==> src/rtl/updown_counter_param.sv <==
// Parametrised up/down counter with load, wrap/saturate mode, terminal-count pulse and sticky overflow.
// Optional prescaler enabled by defining COUNTER_PRESCALE_EN.
module updown_counter_param #(
  parameter int WIDTH    = 4,
  parameter int MAX_VAL  = (1 << WIDTH) - 1,
  parameter int RST_VAL  = MAX_VAL,
  parameter bit SATURATE = 1'b0,
  parameter int PRESCALE = 4
) (
  input  logic             clk,
  input  logic             reset,
  input  logic             en,
  input  logic             up_dn,
  input  logic             load,
  input  logic [WIDTH-1:0] load_val,
  output logic [WIDTH-1:0] count,
  output logic             tc,
  output logic             ovf
);

  localparam logic [WIDTH-1:0] MAX_C = WIDTH'(MAX_VAL);
  localparam logic [WIDTH-1:0] RST_C = WIDTH'(RST_VAL);

  if (WIDTH < 2 || MAX_VAL > (1 << WIDTH) - 1 || RST_VAL > MAX_VAL || PRESCALE < 1) begin : g_param_check
    $error("updown_counter_param: illegal parameter combination");
  end

  function automatic logic [WIDTH-1:0] clamp_load(input logic [WIDTH-1:0] v);
    return (v > MAX_C) ? MAX_C : v;
  endfunction

  // Value after a step; at a bound it either wraps to the opposite bound or holds.
  function automatic logic [WIDTH-1:0] bound_step(input logic [WIDTH-1:0] c,
                                                  input logic up,
                                                  input logic at_bound,
                                                  input logic [WIDTH-1:0] stepped);
    if (!at_bound) return stepped;
    if (SATURATE)  return c;
    return up ? '0 : MAX_C;
  endfunction

  logic             tick;
  logic [WIDTH:0]   inc_ext;
  logic [WIDTH:0]   dec_ext;
  logic             at_bound;
  logic [WIDTH-1:0] next_count;

`ifdef COUNTER_PRESCALE_EN
  localparam int PS_W = (PRESCALE > 1) ? $clog2(PRESCALE) : 1;
  localparam logic [PS_W-1:0] PS_LAST = PS_W'(PRESCALE - 1);

  logic [PS_W-1:0] ps_cnt;

  always_ff @(posedge clk) begin
    if (!reset || load) begin
      ps_cnt <= '0;
    end else if (en) begin
      ps_cnt <= (ps_cnt == PS_LAST) ? '0 : ps_cnt + PS_W'(1);
    end
  end

  assign tick = en && (ps_cnt == PS_LAST);
`else
  assign tick = en;
`endif

  // One extra bit: carry past MAX_VAL marks the upper bound, borrow marks the lower one.
  always_comb begin
    inc_ext    = {1'b0, count} + (WIDTH + 1)'(1);
    dec_ext    = {1'b0, count} - (WIDTH + 1)'(1);
    at_bound   = up_dn ? (inc_ext > {1'b0, MAX_C}) : dec_ext[WIDTH];
    next_count = bound_step(count, up_dn, at_bound,
                            up_dn ? inc_ext[WIDTH-1:0] : dec_ext[WIDTH-1:0]);
  end

  always_ff @(posedge clk) begin
    if (!reset) begin
      count <= RST_C;
      tc    <= 1'b0;
      ovf   <= 1'b0;
    end else if (load) begin
      count <= clamp_load(load_val);
      tc    <= 1'b0;
      ovf   <= 1'b0;
    end else if (tick) begin
      count <= next_count;
      tc    <= at_bound;
      if (at_bound) ovf <= 1'b1;
    end else begin
      tc    <= 1'b0;
    end
  end

endmodule

==> config.mk <==
export PLATFORM = sky130hd
export DESIGN_NAME = updown_counter_param
export DESIGN_NICKNAME = d
export VERILOG_FILES = /design/src/rtl/updown_counter_param.sv
export SDC_FILE = /design/constraint.sdc
export NUM_CORES = 1
export LEC_CHECK = 0
export BUFFER_PORTS_ARGS = -buffer_cell sky130_fd_sc_hd__buf_2
export CAP_MARGIN = 10
export CORE_AREA = 2 2 39 41
export CTS_BUF_LIST = sky130_fd_sc_hd__clkbuf_2
export CTS_CLUSTER_DIAMETER = 100
export DETAILED_ROUTE_END_ITERATION = 10
export DIE_AREA = 0 0 41 43
export SKIP_LAST_GASP = 1
export SYNTH_ARGS = -nofsm -noshare
export SYNTH_HDL_FRONTEND = slang
export SYNTH_SLANG_ARGS = --single-unit
==> constraint.sdc <==
create_clock -name clk -period 5.8 [get_ports clk]
set_clock_uncertainty 0.15 [all_clocks]
set_input_delay 0.58 -clock clk [delete_from_list [all_inputs] [get_ports clk]]
set_output_delay 0.58 -clock clk [all_outputs]
set_load 0.005 [all_outputs]
---- After elaboration in Yosys (flattened, before gate mapping) ----
Cells that the tools add are included.
operators by class
  add/subtract/negate cells ............... 2
  $lt $le $gt $ge ......................... 2
  multiplexer cells ....................... 7
  bitwise operators ....................... 2
  reductions and logical operators ........ 4
operators by type and width
  cell                                                                              number
  4-bit two-way mux                                                                 6
  4-bit by 1-bit adder with 5-bit output (second input constant)                    1
  5-bit by 4-bit greater-than comparator with 1-bit output (second input constant)  1
  4-bit by 1-bit subtractor with 5-bit output (second input constant)               1
  4-bit greater-than comparator (second input constant)                             1
  3-bit OR reduction                                                                1
  1-bit inverter                                                                    2
  2-bit AND reduction                                                               1
  2-bit nonzero test                                                                1
  2-bit OR reduction                                                                1
  1-bit two-way mux                                                                 1
word-level totals
  register bits after elaboration ......... 6
  input bits .............................. 9

---- Logic depth before layout (Yosys ltp) ----
  word-level depth ........................ 6
  mapped depth ............................ 6
  gate-level depth less buffers ........... 6

---- Worst setup path after synthesis ----
No wires, ideal clock.
  path type ............................... register to register
  start ................................... register count[0]
  end ..................................... register ovf
  library setup time ...................... 0.120 ns
  arrival ................................. 1.730 ns
  data required time ...................... 5.530 ns
  path slack .............................. 3.801 ns
  cell stages (with the launch flop) ...... 7
  buffers on the path ..................... 0
  period minus slack after synthesis ...... 1.999 ns
  cells stage by stage .................... dfxtp_1 > inv_1 > ha_1 > nor3b_2 > maj3_2 > and3_4 > o31a_1
on the way
  cells in the longest elaborated chain, start to end .. 4
  elaborated cells on any way between the ends .. 5
RTL lines
  item                                                      line  source
  from (decl)                                               16    output logic [WIDTH-1:0] count,
  from (signal assigned)                                    82    count <= clamp_load(load_val);
  from (signal assigned)                                    86    count <= next_count;
  4-bit by 1-bit adder with 5-bit output                    69    inc_ext = {1'b0, count} + (WIDTH + 1)'(1);
  5-bit by 4-bit greater-than comparator with 1-bit output  71    at_bound = up_dn ? (inc_ext > {1'b0, MAX_C}) : dec_ext[WIDTH];
  1-bit two-way mux (*)                                     71
  2-bit AND reduction (no source line) (*)                  --
  to (signal assigned)                                      80    ovf <= 1'b0;
  to (signal assigned)                                      84    ovf <= 1'b0;
  to (signal assigned)                                      88    if (at_bound) ovf <= 1'b1;
  to (decl)                                                 18    output logic ovf
Every way passes the cells marked *; elsewhere a longest branch is shown, timed or not.
A chain may end at the register's enable or synchronous reset.

---- Worst setup path in the final report ----
Ends and elaborated chain as after synthesis.

==> results.yml <==
global_routing:
  grtUsageMet1: 0.2315
  grtUsageMet2: 0.2031
  grt_max_degree: 14
  grt_pass1_wl_mm: 1.876
  antenna_found_initial: 0
  grt_pass1_vias: 423
  grt_use_total: 0.1586
  grt_util_met3: 0.09424
  overflow: 0
  grt-busiest-layer: "met1"
die:
  coreArea_um2: 1384
  dieArea_um2: 1763
  placementRows: 14
  initial_core_util: 0.3599
  io_pins: 15
  die_x_um: 41
  die_y_um: 43
clock_tree:
  htreeDepth: 1
  clockBufferDepth: 2
  postCtsSetupRepairBufs: 0
  postCtsHoldBufs: 0
  cts_root_buffer: "clkbuf_2"
  numCtsBuffers: 3
  ctsResizeCount: 0
  tritoncts: "built"
  cts.sinks: 6
  insertion_delay_ns: 0.22
  clkTransAtPathRegs_ns: 0.06
timing:
  timing.slew.headroom: 0.7076
  final.setup.tns_ns: 0
  layout_setup_ws_ns: 3.700
  timing.fmax_mhz: 476.2
  slew_violations: 0
  period_minus_slack_ns: 2.100
  fin_crit_sh: 0.3621
  tightest_slew_ns: 0.4329
  rsz0062_at_grt: "false"
  setup_viol: 0
  finalHoldViolCount: 0
yosys:
  yosysWarnings: 0
  synth_edf_count: 0
  synth_area_leader_cell: "dfxtp_1"
  netlist_area_um2: 498.0
  yosysSeqAreaShare: 0.2412
  synthCells: 53
  ys_seq_elements: 6
  synth_cell_types: 29
  synthFlopType: "dfxtp_1"
  syn-num-nets: 65
  synth_top_area_share: 0.2412
  synth_area_leaders: "dfxtp_1 (24%), ha_1 (7.5%), o311ai_4 (5.3%)"
  avgSynthCellArea_um2: 9.396
  synthArstFlopShare: 0
job:
  drv_cap: 0
finish:
  layout-drive-gt1-share: 0.3731
  final_common_cell: "buf_2"
  fillers: 140
  diodes: 0
  final_cell_mix: "buf_2 (14), dfxtp_1 (6), nor2_1 (5)"
  syn_to_final_growth_pct: 17.34
  nNetsFinal: 81
route:
  drtPass1Iterations: 4
  drc: 0
  detail-route-antenna-nets: 0
  detail_route.wl_per_cell_um: 13.17
  drtIter0Drc: 8
  finalWirelength_mm: 1.093
  vias: 464
  vias_per_cell: 5.590
pwr:
  vdd_drop_max_v: 0.0001072
  p_total_uw: 118.6
  p_per_area_nw_per_um2: 203.0
  p_leak_uw: 0.0002558
run_status:
  status: "finished clean"
place:
  dp_hpwl_um: 827.7
  place_congestion: 0.8272
  dp_slack_ns: 3.712
  portBuffers: 14
critical_path:
  critPathCaptureType: "flip-flop"
  arrival_ns: 2.06
  cp_data_required_time_ns: 5.76
  slowest_delay_ns: 0.44
  cp_slowest_cell: "dfxtp_1"
  path_class: "reg2reg"
  critical_path.max_fanout: 6
  crit_chain: "inv_1 -> ha_1 -> nor3b_2 -> maj3_2 -> and3_4 -> o31a_1"
  start_kind: "flip-flop"
min_path:
  min_path_type: "reg2reg"
==> sequential cells by signal, indices dropped and copies added (netlist names) <==
| signal | flops |
|---|---|
| tc | 1 |
| count | 4 |
| ovf | 1 |
==> synthesized netlist by cell type, types with 2 or more instances <==
library cell,instances
nand2_1,2
nor2_1,5
nor3_1,3
inv_1,4
ha_1,3
clkbuf_1,2
dfxtp_1,6
mux2i_1,2
xnor2_1,2
nor3b_1,2
a21oi_1,4
==> critical path: cells and delay by family, from the launching register on <==
| family | cells | cell delay [ns] |
|---|---|---|
| adder cells (fa/ha/maj) | 2 | 0.66 |
| flip-flops | 1 | 0.44 |
| AND/OR/NAND/NOR | 2 | 0.38 |
| AO/OA/AOI/OAI | 1 | 0.23 |
| buffers and inverters | 1 | 0.12 |
==> cells by family after synthesis <==
kind of cell / synth area share
simple gates: 0.2337
compound gates: 0.2839
buf+inv: 0.06783
flops: 0.2412
fa+ha+maj: 0.09800
xor+xnor: 0.03518
mux: 0.04020
==> power by group <==
part	internal [µW]	total (µW)	switching (µW)	leakage, µW
logic	19.3	39.0	19.7	0.000194
registers	44.5	51.0	6.50	0.0000496
clock network	14.0	28.6	14.6	0.0000125
total	77.8	119	40.8	0.000256
==> through the flow <==
stage | cell area [µm²] | cells | utilization | hold slack [ns]
final | 584.3 | 83 | 0.4222 | 0.3535
after global routing | 584.3 | 83 | 0.4222 | 0.3832
after CTS | 584.3 | 83 | 0.4222 | 0.3599
after detailed placement | 569.3 | 80 | 0.4114 | 0.3430
after global placement | 569.3 | 80 | 0.4114 | 0.3486
after floorplan | 498.0 | 53 | - | 0.3481
==> area by class of cell <==
| type | count | area (µm²) | share of cell area |
|---|---|---|---|
| clock buffers | 3 | 15.01 | 0.02570 |
| inverters | 4 | 15.01 | 0.02570 |
| multi-input cells | 40 | 344.1 | 0.5889 |
| flip-flops and latches | 6 | 120.1 | 0.2056 |
| well taps | 16 | 20.02 | 0.03426 |
| repair buffers | 14 | 70.07 | 0.1199 |
==> final timing paths <==
check | slack, ns | endpoint | startpoint | depth (start not counted)
setup / recovery | 3.70 | ovf | count[0] | 6
hold / removal | 0.35 | ovf | ovf | 1
hold reg to reg | 0.35 | ovf | ovf | 1
setup reg to reg | 3.70 | ovf | count[0] | 6
==> metal layers <==
layer / vias to the layer above / share of wire
met5: - / 0
met4: 0 / 0
met3: 0 / 0.071
met2: 19 / 0.44
met1: 217 / 0.49
li1: 228 / -
Power figures use the tool's default switching activity.
